===== src/rtl/alu_pkg.sv =====
// Shared types for alu_seq_core: opcode and FSM state enums plus flag-vector bit positions.
package alu_pkg;

    typedef enum logic [3:0] {
        OP_ADD        = 4'd0,
        OP_SUB        = 4'd1,
        OP_AND        = 4'd2,
        OP_OR         = 4'd3,
        OP_XOR        = 4'd4,
        OP_SHL        = 4'd5,
        OP_SHR        = 4'd6,
        OP_SRA        = 4'd7,
        OP_SLT        = 4'd8,
        OP_SLTU       = 4'd9,
        OP_MUL        = 4'd10,
        OP_RSVD_FIRST = 4'd11
    } op_e;

    typedef enum logic [1:0] {
        IDLE = 2'd0,
        EXEC = 2'd1,
        DONE = 2'd2
    } state_e;

    localparam int unsigned FLAG_CARRY = 0;
    localparam int unsigned FLAG_ZERO  = 1;
    localparam int unsigned FLAG_OVF   = 2;
    localparam int unsigned FLAG_ERR   = 3;
    localparam int unsigned NUM_FLAGS  = 4;

endpackage


===== src/rtl/alu_seq_core_if.sv =====
// Operand/result handshake bundle for alu_seq_core; slave is the core, master the producer/consumer.
interface alu_seq_core_if #(
    parameter int unsigned W = 8
);
    logic         in_valid;
    logic         in_ready;
    logic [3:0]   op;
    logic [W-1:0] a;
    logic [W-1:0] b;
    logic         use_acc;
    logic         out_valid;
    logic         out_ready;
    logic [W-1:0] result;
    logic [W-1:0] result_hi;
    logic         carry;
    logic         zero;
    logic         overflow;
    logic         err;
    logic         busy;

    modport slave (
        input  in_valid, op, a, b, use_acc, out_ready,
        output in_ready, out_valid, result, result_hi, carry, zero, overflow, err, busy
    );

    modport master (
        output in_valid, op, a, b, use_acc, out_ready,
        input  in_ready, out_valid, result, result_hi, carry, zero, overflow, err, busy
    );
endinterface


===== src/rtl/alu_mul_iter.sv =====
// Iterative unsigned W x W shift-add multiplier; operands load on i_start, W steps follow.
// o_done and o_prod are combinational and valid together in the final step cycle.
module alu_mul_iter #(
    parameter int unsigned W   = 8,
    parameter int unsigned SHW = $clog2(W)
) (
    input  logic           i_clk,
    input  logic           i_rst,
    input  logic           i_start,
    input  logic [W-1:0]   i_a,
    input  logic [W-1:0]   i_b,
    output logic           o_done,
    output logic [2*W-1:0] o_prod
);
    localparam logic [SHW-1:0] CntLast = SHW'(W - 1);

    logic           r_run;
    logic [SHW-1:0] r_cnt;
    logic [W-1:0]   r_a;
    logic [2*W-1:0] r_prod;
    logic [W:0]     w_sum;
    logic [2*W-1:0] w_step;

    // Upper half accumulates partial sums; lower half holds the remaining multiplier bits.
    assign w_sum  = {1'b0, r_prod[2*W-1:W]} + (r_prod[0] ? {1'b0, r_a} : {(W+1){1'b0}});
    assign w_step = {w_sum, r_prod[W-1:1]};
    assign o_done = r_run && (r_cnt == CntLast);
    assign o_prod = w_step;

    always_ff @(posedge i_clk) begin
        if (i_rst) begin
            r_run  <= 1'b0;
            r_cnt  <= '0;
            r_a    <= '0;
            r_prod <= '0;
        end else if (i_start) begin
            r_run  <= 1'b1;
            r_cnt  <= '0;
            r_a    <= i_a;
            r_prod <= {{W{1'b0}}, i_b};
        end else if (r_run) begin
            r_prod <= w_step;
            r_cnt  <= r_cnt + 1'b1;
            if (r_cnt == CntLast) r_run <= 1'b0;
        end
    end
endmodule


===== src/rtl/alu_seq_core.sv =====
// Handshaked sequential ALU: single-cycle ops finish in one cycle, MUL iterates for W cycles.
// Optional accumulator operand enabled by defining ALU_ACC_EN.
module alu_seq_core
    import alu_pkg::*;
#(
    parameter int unsigned W   = 8,
    parameter int unsigned SHW = $clog2(W)
) (
    input  logic            i_clk,
    input  logic            i_rst,
    alu_seq_core_if.slave   bus
);
    state_e               r_state, w_state_nxt;
    logic [W-1:0]         r_result, r_result_hi;
    logic [NUM_FLAGS-1:0] r_flags;

    logic                 w_load;
    logic [W-1:0]         w_res_nxt, w_hi_nxt;
    logic [NUM_FLAGS-1:0] w_flags_nxt;

    logic [W-1:0]         w_a;
    logic [SHW-1:0]       w_sh;
    logic [W:0]           w_sum, w_diff, w_shl, w_shr, w_sra;
    logic [W-1:0]         w_alu_res;
    logic                 w_alu_c, w_alu_v, w_alu_e;

    logic                 w_mul_start, w_mul_done;
    logic [2*W-1:0]       w_mul_prod;

`ifdef ALU_ACC_EN
    logic [W-1:0] r_acc;

    always_ff @(posedge i_clk) begin
        if (i_rst) r_acc <= '0;
        else if (r_state == DONE && bus.out_ready) r_acc <= r_result;
    end

    assign w_a = bus.use_acc ? r_acc : bus.a;
`else
    logic w_unused_use_acc;
    assign w_unused_use_acc = bus.use_acc;
    assign w_a = bus.a;
`endif

    assign w_sh   = bus.b[SHW-1:0];
    assign w_sum  = {1'b0, w_a} + {1'b0, bus.b};
    assign w_diff = {1'b0, w_a} - {1'b0, bus.b};
    // One guard bit beyond the operand catches the last bit shifted out (0 when shift is 0).
    assign w_shl  = {1'b0, w_a} << w_sh;
    assign w_shr  = {w_a, 1'b0} >> w_sh;
    assign w_sra  = $signed({w_a, 1'b0}) >>> w_sh;

    always_comb begin
        w_alu_res = '0;
        w_alu_c   = 1'b0;
        w_alu_v   = 1'b0;
        w_alu_e   = 1'b0;
        case (op_e'(bus.op))
            OP_ADD: begin
                w_alu_res = w_sum[W-1:0];
                w_alu_c   = w_sum[W];
                w_alu_v   = (w_a[W-1] == bus.b[W-1]) && (w_sum[W-1] != w_a[W-1]);
            end
            OP_SUB: begin
                w_alu_res = w_diff[W-1:0];
                w_alu_c   = ~w_diff[W];
                w_alu_v   = (w_a[W-1] != bus.b[W-1]) && (w_diff[W-1] != w_a[W-1]);
            end
            OP_AND:  w_alu_res = w_a & bus.b;
            OP_OR:   w_alu_res = w_a | bus.b;
            OP_XOR:  w_alu_res = w_a ^ bus.b;
            OP_SHL:  {w_alu_c, w_alu_res} = w_shl;
            OP_SHR:  {w_alu_res, w_alu_c} = w_shr;
            OP_SRA:  {w_alu_res, w_alu_c} = w_sra;
            OP_SLT:  w_alu_res = {{(W-1){1'b0}}, $signed(w_a) < $signed(bus.b)};
            OP_SLTU: w_alu_res = {{(W-1){1'b0}}, w_a < bus.b};
            OP_MUL:  w_alu_res = '0;
            default: w_alu_e   = 1'b1;
        endcase
    end

    assign w_mul_start = (r_state == IDLE) && bus.in_valid && (op_e'(bus.op) == OP_MUL);

    alu_mul_iter #(
        .W   (W),
        .SHW (SHW)
    ) u_mul (
        .i_clk   (i_clk),
        .i_rst   (i_rst),
        .i_start (w_mul_start),
        .i_a     (w_a),
        .i_b     (bus.b),
        .o_done  (w_mul_done),
        .o_prod  (w_mul_prod)
    );

    always_comb begin
        w_state_nxt = r_state;
        w_load      = 1'b0;
        w_res_nxt   = '0;
        w_hi_nxt    = '0;
        w_flags_nxt = '0;
        unique case (r_state)
            IDLE: begin
                if (bus.in_valid) begin
                    if (w_mul_start) begin
                        w_state_nxt = EXEC;
                    end else begin
                        w_state_nxt           = DONE;
                        w_load                = 1'b1;
                        w_res_nxt             = w_alu_res;
                        w_flags_nxt[FLAG_CARRY] = w_alu_c;
                        w_flags_nxt[FLAG_OVF]   = w_alu_v;
                        w_flags_nxt[FLAG_ERR]   = w_alu_e;
                        w_flags_nxt[FLAG_ZERO]  = (w_alu_res == '0);
                    end
                end
            end
            EXEC: begin
                if (w_mul_done) begin
                    w_state_nxt             = DONE;
                    w_load                  = 1'b1;
                    w_res_nxt               = w_mul_prod[W-1:0];
                    w_hi_nxt                = w_mul_prod[2*W-1:W];
                    w_flags_nxt[FLAG_CARRY] = (w_mul_prod[2*W-1:W] != '0);
                    w_flags_nxt[FLAG_ZERO]  = (w_mul_prod == '0);
                end
            end
            DONE: begin
                if (bus.out_ready) w_state_nxt = IDLE;
            end
            default: w_state_nxt = IDLE;
        endcase
    end

    always_ff @(posedge i_clk) begin
        if (i_rst) begin
            r_state     <= IDLE;
            r_result    <= '0;
            r_result_hi <= '0;
            r_flags     <= '0;
        end else begin
            r_state <= w_state_nxt;
            if (w_load) begin
                r_result    <= w_res_nxt;
                r_result_hi <= w_hi_nxt;
                r_flags     <= w_flags_nxt;
            end
        end
    end

    assign bus.in_ready  = (r_state == IDLE);
    assign bus.out_valid = (r_state == DONE);
    assign bus.busy      = (r_state != IDLE);
    assign bus.result    = r_result;
    assign bus.result_hi = r_result_hi;
    assign bus.carry     = r_flags[FLAG_CARRY];
    assign bus.zero      = r_flags[FLAG_ZERO];
    assign bus.overflow  = r_flags[FLAG_OVF];
    assign bus.err       = r_flags[FLAG_ERR];
endmodule


===== src/flat_wrapper.sv =====
// flat-port wrapper written by rule: the top's interface ports become plain ports
module alu_seq_core_flat import alu_pkg::*;
#(
    parameter int unsigned W   = 8,
    parameter int unsigned SHW = $clog2(W)
)
  (i_clk, i_rst, bus_in_valid, bus_op, bus_a, bus_b, bus_use_acc, bus_out_ready, bus_in_ready, bus_out_valid, bus_result, bus_result_hi, bus_carry, bus_zero, bus_overflow, bus_err, bus_busy);
  alu_seq_core_if #(.W(W)) bus_i ();
  input  logic i_clk;
  input  logic i_rst;
  input wire logic [$bits(bus_i.in_valid)-1:0] bus_in_valid;
  input wire logic [$bits(bus_i.op)-1:0] bus_op;
  input wire logic [$bits(bus_i.a)-1:0] bus_a;
  input wire logic [$bits(bus_i.b)-1:0] bus_b;
  input wire logic [$bits(bus_i.use_acc)-1:0] bus_use_acc;
  input wire logic [$bits(bus_i.out_ready)-1:0] bus_out_ready;
  output wire logic [$bits(bus_i.in_ready)-1:0] bus_in_ready;
  output wire logic [$bits(bus_i.out_valid)-1:0] bus_out_valid;
  output wire logic [$bits(bus_i.result)-1:0] bus_result;
  output wire logic [$bits(bus_i.result_hi)-1:0] bus_result_hi;
  output wire logic [$bits(bus_i.carry)-1:0] bus_carry;
  output wire logic [$bits(bus_i.zero)-1:0] bus_zero;
  output wire logic [$bits(bus_i.overflow)-1:0] bus_overflow;
  output wire logic [$bits(bus_i.err)-1:0] bus_err;
  output wire logic [$bits(bus_i.busy)-1:0] bus_busy;
  assign bus_i.in_valid = bus_in_valid;
  assign bus_i.op = bus_op;
  assign bus_i.a = bus_a;
  assign bus_i.b = bus_b;
  assign bus_i.use_acc = bus_use_acc;
  assign bus_i.out_ready = bus_out_ready;
  assign bus_in_ready = bus_i.in_ready;
  assign bus_out_valid = bus_i.out_valid;
  assign bus_result = bus_i.result;
  assign bus_result_hi = bus_i.result_hi;
  assign bus_carry = bus_i.carry;
  assign bus_zero = bus_i.zero;
  assign bus_overflow = bus_i.overflow;
  assign bus_err = bus_i.err;
  assign bus_busy = bus_i.busy;
  alu_seq_core #(.W(W), .SHW(SHW)) u_core (.i_clk(i_clk), .i_rst(i_rst), .bus(bus_i));
endmodule

===== config.mk =====
export PLATFORM = sky130hd
export DESIGN_NAME = alu_seq_core_flat
export DESIGN_NICKNAME = d
export VERILOG_FILES = /design/src/rtl/alu_pkg.sv /design/src/rtl/alu_seq_core_if.sv /design/src/rtl/alu_mul_iter.sv /design/src/rtl/alu_seq_core.sv /design/src/flat_wrapper.sv
export SDC_FILE = /design/constraint.sdc
export NUM_CORES = 1
export LEC_CHECK = 0
export BUFFER_PORTS_ARGS = -buffer_cell sky130_fd_sc_hd__buf_2
export CORE_MARGIN = 2
export CORE_UTILIZATION = 47
export CTS_CLUSTER_DIAMETER = 80
export CTS_CLUSTER_SIZE = 10
export DETAILED_ROUTE_END_ITERATION = 10
export PLACE_DENSITY = 0.73
export REMOVE_ABC_BUFFERS = 1
export SYNTH_ARGS = -nofsm -noshare
export SYNTH_HDL_FRONTEND = slang
export SYNTH_SLANG_ARGS = --single-unit

===== constraint.sdc =====
create_clock -name i_clk -period 3.49 [get_ports i_clk]
set_clock_uncertainty 0.2 [all_clocks]
set_input_delay 0.698 -clock i_clk [delete_from_list [all_inputs] [get_ports i_clk]]
set_output_delay 0.698 -clock i_clk [all_outputs]
set_load 0.02 [all_outputs]

; After elaboration in Yosys (flattened, before gate mapping)
; Index checks and enable logic that the tools add are counted.
[word_totals]
out_inout_bits = 23
elab_cells = 87
input_bits = 25
ff_bits = 50
[classes]
n_reduce_logical = 15
n_bitwise = 4
order_cmp = 2
n_mux = 30
eq_ne = 20
addsub = 4
shift = 3
[op_table]
columns = op, count
row1 = $pmux W8 S10, 1
row2 = $mux W8, 8
row3 = $add A8 B8 Y9, 2
row4 = $eq A4 B3 Y1 const B, 4
row5 = $logic_not A16 Y1, 1
row6 = $lt A8 B8 Y1, 2
row7 = $pmux W8 S2, 1
row8 = $eq A4 B4 Y1 const B, 3
row9 = $mux W2, 6
row10 = $reduce_or A11 Y1, 1
row11 = $shl A8 B3 Y9, 1
row12 = $shr A9 B3 Y9, 1
row13 = $sshr A9 B3 Y9, 1
row14 = $sub A8 B8 Y9, 1
row15 = $and A8 B8 Y8, 1
row16 = $eq A4 B2 Y1 const B, 2
row17 = $logic_not A8 Y1, 1
row18 = $mux W4, 2
row19 = $or A8 B8 Y8, 1
row20 = $reduce_bool A8 Y1, 1
row21 = $xor A8 B8 Y8, 1
row22 = $mux W1, 7
row23 = $ne A2 B2 Y1 const B, 3
row24 = $pmux W2 S3, 1
row25 = other kinds (17), 25

; Longest topological paths before layout
; Gate-level depths: netlist of the first run.
[logic_depth]
word_depth = 7
depth_mapped = 11
depth_no_buf = 10

; Cells and area by module
; Synthesis of the first run repeated with hierarchy kept, for this count alone.
[hier_totals]
cells_unflattened = 573
area_unflattened_um2 = 4479.3
[by_module_without_submodules]
columns = module, cells_per_inst, area_per_inst_um2, seq_area_each_um2, n_inst
row1 = alu_seq_core, 379, 2855.2, 440.4, 1
row2 = alu_mul_iter, 194, 1624.1, 560.5, 1

; Least setup slack after synthesis of the first run
; OpenSTA, ideal clock, no wires.
[synth_timing]
path_type = in2reg
start = input port bus_b[1]
end = register u_core.r_flags[1]
stages = 10
setup_ps = 116
arrival_time_ps = 3011
slack_ps = 163
cell_sequence = clkbuf_1 > inv_1 > ha_1 > a21o_1 > a2111oi_0 > o21ai_0 > and3_1 > o21ai_0 > nor2_1 > a31o_1
[synth_between]
elab_chain_cells = 6
[synth_lines]
columns = element, line
row1 = start: declaration, flat_wrapper.sv:14  ; input wire logic [$bits(bus_i.b)-1:0] bus_b;
row2 = $sub A8 B8 Y9 (tied with other cells), alu_seq_core.sv:47  ; assign w_diff = {1'b0, w_a} - {1'b0, bus.b};
row3 = $pmux W8 S10 (*), alu_seq_core.sv:58  ; case (op_e'(bus.op))
row4 = $logic_not A8 Y1 (*), alu_seq_core.sv:115  ; w_flags_nxt[FLAG_ZERO] = (w_alu_res == '0);
row5 = $mux W4 (*), alu_seq_core.sv:106  ; if (w_mul_start) begin
row6 = $mux W4 (*), alu_seq_core.sv:105  ; if (bus.in_valid) begin
row7 = $pmux W2 S2 (*), alu_seq_core.sv:103  ; unique case (r_state)
row8 = end signal: assignment, alu_seq_core.sv:147  ; r_flags <= w_flags_nxt;
row9 = end: declaration, alu_seq_core.sv:15  ; logic [NUM_FLAGS-1:0] r_flags;
; Mark *: on every way between the ends. The rest lies on a longest branch, timed or not.
; A chain may end at the register's enable or synchronous reset.

; Final worst setup path of the first run
[layout_timing]
start = input port bus_a[0]
end = register u_core.r_flags[1]
[layout_between]
elab_chain_cells = 6
[layout_lines]
columns = element, line
row1 = start: declaration, flat_wrapper.sv:13  ; input wire logic [$bits(bus_i.a)-1:0] bus_a;
row2 = $sub A8 B8 Y9 (tied with other cells), alu_seq_core.sv:47
row3 = $pmux W8 S10 (*), alu_seq_core.sv:58
row4 = $logic_not A8 Y1 (*), alu_seq_core.sv:115
row5 = $mux W4 (*), alu_seq_core.sv:106
row6 = $mux W4 (*), alu_seq_core.sv:105
row7 = $pmux W2 S2 (*), alu_seq_core.sv:103
; Marks and branches as above.

==> results of run 1 <==
[cell type report]
cell class / instances / area, um^2
Tap cell: 111 / 139
Clock inverter: 2 / 10.0
Inverter: 27 / 101
Fill cell: 894 / 4190
Clock buffer: 5 / 68.8
Timing Repair Buffer: 82 / 500
Multi-Input combinational cell: 451 / 3190
Sequential cell: 50 / 1000
[flip-flops by register name (all words and copies together), names as in the netlist]
name                  flops
u_core.u_mul.r_prod      16
u_core.bus.result         8
u_core.u_mul.r_cnt        3
u_core.r_flags            4
u_core.u_mul.r_run        1
u_core.bus.result_hi      8
u_core.r_state            2
u_core.u_mul.r_a          8
[kinds of logic after synthesis]
group                      share of synthesized area (%)
AOI/OAI and AO/OA                                   23.1
xor gates and xnor gates                            1.78
adders and majority gates                           11.5
buffers and inverters                               5.61
DFF                                                 22.6
muxes                                               9.56
and+or+nand+nor                                     25.9
[critical path, stage by stage]
cell       delay (ns)
buf_2            0.09
buf_4            0.13
ha_1             0.16
inv_1            0.05
fa_1             0.42
o21ba_2          0.23
a21oi_1          0.11
o22ai_1          0.10
a2111oi_0        0.78
nand2_1          0.11
nor4_1           0.25
a31o_1           0.18
[synth_stat cells (all sizes together) (6+ instances only)]
cell     count  share of area [%]
and3         9                1.3
o211ai       7                1.2
nand3       17                1.9
dfxtp       50                 23
nor3        12                1.5
mux4         9                4.6
a22oi       11                1.9
ha          36                 10
and2        11                1.6
mux2i       21                4.7
xnor2        6                1.2
a21oi       45                5.1
a211oi      13                2.2
o2111ai      6                1.2
inv         27                2.3
or3          6               0.85
nand2       35                3.0
clkbuf      32                2.7
buf          6               0.62
nand2b       7               0.99
nor2        69                5.8
nor2b       16                2.3
o21ai       16                1.8
a31oi        8                1.1
[per-stage QoR]
stage / worst slack [ns] / instances / TNS, ns / utilization [%]
floorplan: 0.291 / 528 / 0 / -
global placement: 0.0722 / 721 / 0 / 53.6
detailed placement: -0.0468 / 721 / -0.0468 / 53.6
CTS: 0.267 / 728 / 0 / 54.4
global route: 0.0403 / 728 / 0 / 54.4
finish: 0.229 / 728 / 0 / 54.4
[power by group through the flow]
| stage | clock network [mW] | logic, mW | registers (mW) |
|---|---|---|---|
| after floorplan | 0 | 0.224 | 0.616 |
| after global placement | 0 | 0.396 | 0.606 |
| after detailed placement | 0 | 0.404 | 0.607 |
| after CTS | 0.331 | 0.405 | 0.593 |
| after global routing | 0.350 | 0.448 | 0.595 |
| final | 0.319 | 0.410 | 0.593 |
[placed cells by master, fill, tap and decap left out, types with 4 or more instances in the layout]
| master | n |
|---|---|
| a211oi_1 | 13 |
| a21oi_1 | 45 |
| a22oi_1 | 11 |
| a31oi_1 | 8 |
| and2_1 | 11 |
| and3_1 | 9 |
| buf_2 | 46 |
| buf_4 | 36 |
| clkbuf_8 | 5 |
| dfxtp_1 | 50 |
| ha_1 | 36 |
| inv_1 | 27 |
| mux2i_1 | 21 |
| mux4_2 | 9 |
| nand2_1 | 35 |
| nand2b_1 | 7 |
| nand3_1 | 17 |
| nand3b_1 | 5 |
| nand4b_1 | 5 |
| nor2_1 | 69 |
| nor2b_1 | 16 |
| nor3_1 | 11 |
| nor3b_1 | 5 |
| nor4_1 | 5 |
| o2111ai_1 | 6 |
| o211ai_1 | 7 |
| o21ai_0 | 14 |
| o21bai_1 | 4 |
| o22ai_1 | 4 |
| o31ai_1 | 5 |
| or3_1 | 6 |
| xnor2_1 | 6 |
[routing by layer]
layer	part of all wire [%]	GRT usage [%]	vias to the layer above	wire, um
li1	-	-	2171	-
met3	5.0	1.66	23	638
met5	0	0	-	0
met4	2.9	8.63	0	372
met2	46	42.5	175	5960
met1	46	35.3	2095	5860
[final timing paths]
check                           from                      end  slack (ns)
max reg2reg   u_core.u_mul.r_prod[0]        u_core.r_flags[1]        0.38
min reg2reg  u_core.bus.result_hi[4]  u_core.bus.result_hi[4]        0.27
min          u_core.bus.result_hi[4]  u_core.bus.result_hi[4]        0.27
max                         bus_a[0]        u_core.r_flags[1]        0.23
==> impl_metrics.env, run 1 <==
export IMPL_drt_vias_per_instance=6.13
export IMPL_cts_buffers=5
export IMPL_antenna_found_initial=0
export IMPL_clkSlewWorstSetupHoldPaths_ns=0.09
export IMPL_netlist_area_mm2=0.00444
export IMPL_cts_tree="yes"
export IMPL_p_sw_uw=437
export IMPL_hpwl_mm=9.95
export IMPL_cts_setup_buffers=0
export IMPL_maxSlewViolCount=0
export IMPL_ys_seq_area_share_pct=22.6
export IMPL_powerDensity_mw_per_mm2=264
export IMPL_drt_initial_drc_count=418
export IMPL_clock_sinks=50
export IMPL_fin_area_mm2=0.00501
export IMPL_clock_fmax_mhz=307
export IMPL_syn_avg_cell_area_um2=7.84
export IMPL_coreArea_mm2=0.00920
export IMPL_fp_dieW_um=101
export IMPL_drive_gt1_share_pct=17.5
export IMPL_synthCells=566
export IMPL_grt_max_degree=40
export IMPL_cp_start_kind="primary input"
export IMPL_clock_insertion_delay_worst_skew_ns=0.30
export IMPL_cts_resized=0
export IMPL_synth_distinct_cells=70
export IMPL_cts_path_max_buffers=2
export IMPL_min_period_over_period_pct=93.4
export IMPL_grt_pass1_vias=4181
export IMPL_p_clk_share_pct=24.1
export IMPL_grt_ovfl_total=0
export IMPL_track_usage_pct=25.5
export IMPL_syn2layout_area_growth_pct=12.9
export IMPL_via_count=4464
export IMPL_worst_hold_slack_ns=0.270
export IMPL_die_height_um=101
export IMPL_wl_per_cell_um=17.6
export IMPL_finalHoldViolCount=0
export IMPL_async_flop_share_pct=0
export IMPL_critPathKind="primary input to register"
export IMPL_first_pass_iters=5
export IMPL_p_seq_share_pct=44.9
export IMPL_hold_buffers=0
export IMPL_p_comb_share_pct=31.0
export IMPL_vdd_drop_max_mv=0.179
export IMPL_internal_power_uw=886
export IMPL_synth_main_ff_cell="dfxtp_1"
export IMPL_end_kind="register"
export IMPL_io_buffer_count=46
export IMPL_maxCapViolCount=0
export IMPL_n_antenna_cell=0
export IMPL_fin_nets=681
export IMPL_place_gp_congestion=0.949
export IMPL_io_pins=48
export IMPL_grt_pass1_wl_mm=21.0
export IMPL_p_leak_nw=2.15
export IMPL_required_ns=3.53
export IMPL_start_util_pct=48.2
export IMPL_synth_edf_count=0
export IMPL_period_needed_ns=3.26
export IMPL_relSlewSlack_pct=39.1
export IMPL_tightest_slew_ns=0.891
export IMPL_ff2ff_path_depth=10
export IMPL_yosysWarnings=0
export IMPL_die_area_mm2=0.0102
export IMPL_crit_arrival_ns=3.31
export IMPL_placed_area_mm2=0.00493
export IMPL_ys_ff_latch=50
export IMPL_crit_fanout=5
export IMPL_row_count=35
export IMPL_htreeDepth=2
export IMPL_holdPathStages=2
export IMPL_setup_viol=0
export IMPL_hold_class="register to register"
export IMPL_antenna_left=0
export IMPL_cts_root_buf="clkbuf_8"
export IMPL_rsz0062_at_grt="no"
export IMPL_status="finished, final reports clean"
export IMPL_p_sw_share_pct=33.0
export IMPL_wl_mm=12.8
export IMPL_p_total_mw=1.32
export IMPL_drc=0
No activity file was read; power rests on OpenSTA's default activity.
==> run 2, diff against run 1 <==
Settings changed: CORE_MARGIN 2 to 10.
==> impl_metrics.env, run 2 (synthesis results as in run 1) <==
export IMPL_status="finished, final reports clean"
export IMPL_io_buffer_count=46
export IMPL_start_util_pct=48.2
export IMPL_clock_fmax_mhz=301
export IMPL_internal_power_uw=970
export IMPL_drt_vias_per_instance=6.12
export IMPL_drc=0
export IMPL_finalHoldViolCount=0
export IMPL_p_comb_share_pct=29.3
export IMPL_p_total_mw=1.42
export IMPL_cts_root_buf="clkbuf_8"
export IMPL_die_height_um=117
export IMPL_maxSlewViolCount=0
export IMPL_first_pass_iters=5
export IMPL_cp_start_kind="primary input"
export IMPL_syn2layout_area_growth_pct=14.3
export IMPL_p_leak_nw=2.18
export IMPL_wl_mm=13.2
export IMPL_p_seq_share_pct=41.8
export IMPL_rsz0062_at_grt="no"
export IMPL_p_sw_uw=451
export IMPL_drive_gt1_share_pct=18.2
export IMPL_powerDensity_mw_per_mm2=280
export IMPL_vdd_drop_max_mv=0.204
export IMPL_grt_pass1_vias=4226
export IMPL_tightest_slew_ns=1.24
export IMPL_drt_initial_drc_count=335
export IMPL_hold_class="register to register"
export IMPL_place_gp_congestion=0.931
export IMPL_hpwl_mm=10.4
export IMPL_antenna_left=0
export IMPL_cts_resized=0
export IMPL_crit_arrival_ns=3.38
export IMPL_crit_slowest_cell="a2111oi_0"
export IMPL_die_area_mm2=0.0137
export IMPL_cts_setup_buffers=0
export IMPL_p_clk_share_pct=29.0
export IMPL_largest_register_ff_count=16
export IMPL_min_period_over_period_pct=95.3
export IMPL_row_count=35
export IMPL_maxCapViolCount=0
export IMPL_n_antenna_cell=0
export IMPL_htreeDepth=2
export IMPL_grt_ovfl_total=0
export IMPL_wl_per_cell_um=18.0
export IMPL_grt_max_degree=41
export IMPL_fin_nets=685
export IMPL_layout_common_cells="69 x nor2_1, 50 x dfxtp_1, 46 x buf_2"
export IMPL_cp_cell_sequence="buf_2 -> buf_4 -> inv_1 -> ha_1 -> nand2b_1 -> o211ai_1 -> a21oi_1 -> a2111oi_0 -> buf_4 -> nand2_1 -> nor4_1 -> a31o_1"
export IMPL_coreArea_mm2=0.00920
export IMPL_required_ns=3.55
export IMPL_crit_fanout=22
export IMPL_cts_tree="yes"
export IMPL_via_count=4486
export IMPL_cp_slowest_stage_delay_ns=0.72
export IMPL_period_needed_ns=3.33
export IMPL_setup_viol=0
export IMPL_fin_cells=733
export IMPL_clkSlewWorstSetupHoldPaths_ns=0.09
export IMPL_numPlacedInstances=725
export IMPL_cts_buffers=5
export IMPL_io_pins=48
export IMPL_top_register="u_core.u_mul.r_prod"
export IMPL_critPathKind="primary input to register"
export IMPL_hold_buffers=0
export IMPL_clock_insertion_delay_worst_skew_ns=0.31
export IMPL_grt_pass1_wl_mm=21.2
export IMPL_crit_path_frequent_cell="buf_4"
export IMPL_antenna_found_initial=0
export IMPL_cts_path_max_buffers=2
export IMPL_p_sw_share_pct=31.7
export IMPL_clock_sinks=50
export IMPL_final_common_cell="nor2_1"
export IMPL_fp_dieW_um=117
export IMPL_end_kind="register"
export IMPL_tns_ns=0
export IMPL_relSlewSlack_pct=16.9
export IMPL_track_usage_pct=19.2
[run 2: through the flow]
| stage | cell area, um^2 | util [%] | hold WS, ns | setup WS [ns] |
|---|---|---|---|---|
| 3_5_place_dp | 4960 | 53.9 | 0.261 | -0.103 |
| 5_1_grt | 5070 | 55.1 | 0.300 | 0.0251 |
| 4_1_cts | 5070 | 55.1 | 0.274 | 0.216 |
| 6_report | 5070 | 55.1 | 0.274 | 0.165 |
| 3_3_place_gp | 4960 | 53.9 | 0.251 | -0.00270 |
| 2_1_floorplan | 4290 | - | 0.246 | 0.291 |
[run 2: power by group through the flow]
stage	Clock (mW)	Combinational, mW	Sequential [mW]
3_5_place_dp	0	0.410	0.607
6_report	0.412	0.416	0.594
4_1_cts	0.418	0.411	0.593
2_1_floorplan	0	0.224	0.616
5_1_grt	0.443	0.454	0.596
3_3_place_gp	0	0.404	0.606
[run 2: metal layers]
layer	share of wire (%)	global-route usage [%]
met5	0	0
met4	2.6	7.00
met3	6.0	2.45
met2	47	31.3
met1	44	25.3
[run 2: worst max-delay path, delay by kind of cell]
kind	cells	cell delay [ns]
adder cells (fa/ha/maj)	1	0.29
AO/OA/AOI/OAI	4	1.16
AND/OR/NAND/NOR	3	0.41
buffers and inverters	4	0.82
[run 2: layout make-up]
cell class              instances  area (um^2)
fillers                       904         4130
multi-input cells             451         3190
flip-flops and latches         50         1000
repair buffers                 86          531
well taps                     111          139
inverters                      27          101
clock buffers                   5         68.8
clock inverters                 3         43.8
[run 2: path summary, 6_finish.rpt]
check / from / to / depth (start not counted) / slack, ns
worst min register to register: u_core.bus.result_hi[4] / u_core.bus.result_hi[4] / 2 / 0.27
worst max register to register: u_core.u_mul.r_prod[0] / u_core.r_flags[1] / 10 / 0.45
worst max-delay path: bus_b[0] / u_core.r_flags[1] / 12 / 0.16
worst min-delay path: u_core.bus.result_hi[4] / u_core.bus.result_hi[4] / 2 / 0.27
==> run 3, diff against run 2 <==
Settings changed: ABC_AREA set to 1.
==> impl_metrics.env, run 3 <==
export IMPL_synth_most_common_cell="nand2_1"
export IMPL_rsz0062_at_grt="no"
export IMPL_tns_ns=0
export IMPL_ys_seq_area_share_pct=22.2
export IMPL_grt_max_degree=32
export IMPL_synth_top_area_share_pct=22.2
export IMPL_ff2ff_path_depth=12
export IMPL_cts_root_buf="clkbuf_8"
export IMPL_status="finished, final reports clean"
export IMPL_n_antenna_cell=0
export IMPL_tightest_slew_ns=0.643
export IMPL_die_area_mm2=0.0139
export IMPL_hpwl_mm=11.5
export IMPL_worst_hold_slack_ns=0.263
export IMPL_synth_area_leaders="dfxtp_1 22%, nand2_1 21%, ha_1 10%, nand3_1 9.4%, inv_1 7.6%"
export IMPL_hold_class="register to register"
export IMPL_cts_setup_buffers=0
export IMPL_final_common_cell="nand2_1"
export IMPL_clkSlewWorstSetupHoldPaths_ns=0.10
export IMPL_start_util_pct=48.6
export IMPL_grt_pass1_vias=4752
export IMPL_cts_path_max_buffers=2
export IMPL_largest_register_ff_count=16
export IMPL_drive_gt1_share_pct=9.89
export IMPL_regToRegEndpoint="u_core.r_flags[0]"
export IMPL_clock_sinks=50
export IMPL_holdPathStages=2
export IMPL_cts_resized=0
export IMPL_r2r_start="u_core.u_mul.r_prod[0]"
export IMPL_synth_distinct_cells=35
export IMPL_reg2reg_slack_ns=0.95
export IMPL_maxCapViolCount=0
export IMPL_fin_nets=862
export IMPL_coreArea_mm2=0.00928
export IMPL_drt_initial_drc_count=514
export IMPL_top_register="u_core.u_mul.r_prod"
export IMPL_timing_final_ws_setup_ns=0.838
export IMPL_wl_per_cell_um=15.6
export IMPL_cts_tree="yes"
export IMPL_synth_main_ff_cell="dfxtp_1"
export IMPL_setup_viol=0
export IMPL_fp_dieW_um=118
export IMPL_cp_start_kind="primary input"
export IMPL_end_kind="register"
export IMPL_via_count=5064
export IMPL_finalHoldViolCount=0
export IMPL_hold_buffers=0
export IMPL_antenna_left=0
export IMPL_relSlewSlack_pct=57.0
export IMPL_htreeDepth=2
export IMPL_wl_mm=14.5
export IMPL_track_usage_pct=20.4
export IMPL_drc=0
export IMPL_drt_vias_per_instance=5.46
export IMPL_grt_ovfl_total=0
export IMPL_holdPathEnd="u_core.bus.result_hi[5]"
export IMPL_clock_fmax_mhz=377
export IMPL_place_ws_ns=0.547
export IMPL_critPathKind="primary input to register"
export IMPL_cts_buffers=5
export IMPL_vdd_drop_max_mv=0.158
export IMPL_io_buffer_count=46
export IMPL_startpoint="bus_a[0]"
export IMPL_clock_insertion_delay_worst_skew_ns=0.32
export IMPL_grt_pass1_wl_mm=23.9
export IMPL_place_gp_congestion=0.942
export IMPL_first_pass_iters=8
export IMPL_syn2layout_area_growth_pct=8.81
export IMPL_crit_arrival_ns=2.71
export IMPL_min_from="u_core.bus.result_hi[5]"
export IMPL_synth_top_area_cell="dfxtp_1"
export IMPL_ys_top_cells_by_count="249 x nand2_1, 92 x inv_1, 85 x nand3_1"
export IMPL_synthCells=760
export IMPL_ys_ff_latch=50
export IMPL_antenna_found_initial=0
export IMPL_layout_common_cells="249 x nand2_1, 92 x inv_1, 85 x nand3_1"
export IMPL_syn_avg_cell_area_um2=5.94
export IMPL_p_leak_nw=2.61
export IMPL_powerDensity_mw_per_mm2=275
export IMPL_maxSlewViolCount=0
export IMPL_netlist_area_mm2=0.00451
export IMPL_die_height_um=118
export IMPL_synth_edf_count=0
export IMPL_row_count=35
export IMPL_io_pins=48
export IMPL_crit_fanout=5
export IMPL_async_flop_share_pct=0
export IMPL_yosysWarnings=0
export IMPL_min_period_over_period_pct=76.0
export IMPL_fillers=994
export IMPL_required_ns=3.55
export IMPL_period_needed_ns=2.65
==> run 3: cell count changes after synthesis, moves of 16 or more <==
cell	delta
clkbuf_1	-23
mux2i_1	-21
inv_1	+65
nand3_1	+68
nor2b_1	-16
nand2_1	+214
==> run 3: area by class of cell <==
cell class              instances  area (um^2)  area share [%]
clock buffers                   6         82.6            1.68
flip-flops and latches         50         1000            20.4
well taps                     129          161            3.29
clock inverters                 2         12.5           0.255
repair buffers                 58          320            6.52
inverters                      97          364            7.41
multi-input cells             586         2970            60.5
==> run 3: stage by stage <==
step	instance area, um^2	instances	power (mW)	util, %
2_1_floorplan	4340	733	0.844	-
6_report	4910	928	1.35	52.9
5_1_grt	4910	928	1.42	52.9
4_1_cts	4910	928	1.34	52.9
3_3_place_gp	4820	920	0.977	51.9
3_5_place_dp	4820	920	0.985	51.9
==> run 3: metal layers <==
layer,global-route usage (%),wire [um],vias up
met1,28.2,6760,2342
met5,0,0,-
met3,4.46,1280,10
li1,-,-,2513
met2,31.9,6340,199
met4,3.55,129,0
==> run 3: logic make-up (layout without fill, tap and decap cells) <==
family | after synthesis | count (layout) | synth area share [%]
AND/OR/NAND/NOR | 443 | 443 | 41.6
buffers and inverters | 124 | 163 | 12.0
AO/OA/AOI/OAI | 99 | 99 | 11.9
flip-flops | 50 | 50 | 22.2
adder cells (fa/ha/maj) | 39 | 39 | 11.3
XOR/XNOR | 5 | 5 | 0.970
==> run 3: worst max-delay path: stages <==
cell	delay (ns)
buf_2	0.13
inv_1	0.10
ha_1	0.21
fa_1	0.41
inv_1	0.08
nand2_1	0.08
nand3_1	0.09
nand3_1	0.06
nor2_1	0.21
nand2_1	0.11
nor2_1	0.10
nand2_1	0.11
nor2_1	0.10
nand4_1	0.09
a21oi_1	0.13
==> run 3: how the worst max path moves through the flow <==
stage	to	slack (ns)
floorplan	u_core.r_flags[1]	1.04
global placement	u_core.r_flags[1]	0.54
detailed placement	u_core.r_flags[1]	0.55
CTS	u_core.r_flags[1]	0.87
global route	u_core.r_flags[1]	0.61
finish	u_core.r_flags[1]	0.84
==> run 3: where the power goes <==
| part | internal [mW] | switching, mW |
|---|---|---|
| clock | 0.160 | 0.210 |
| sequential | 0.583 | 0.00845 |
| combinational | 0.116 | 0.273 |
| total | 0.860 | 0.491 |
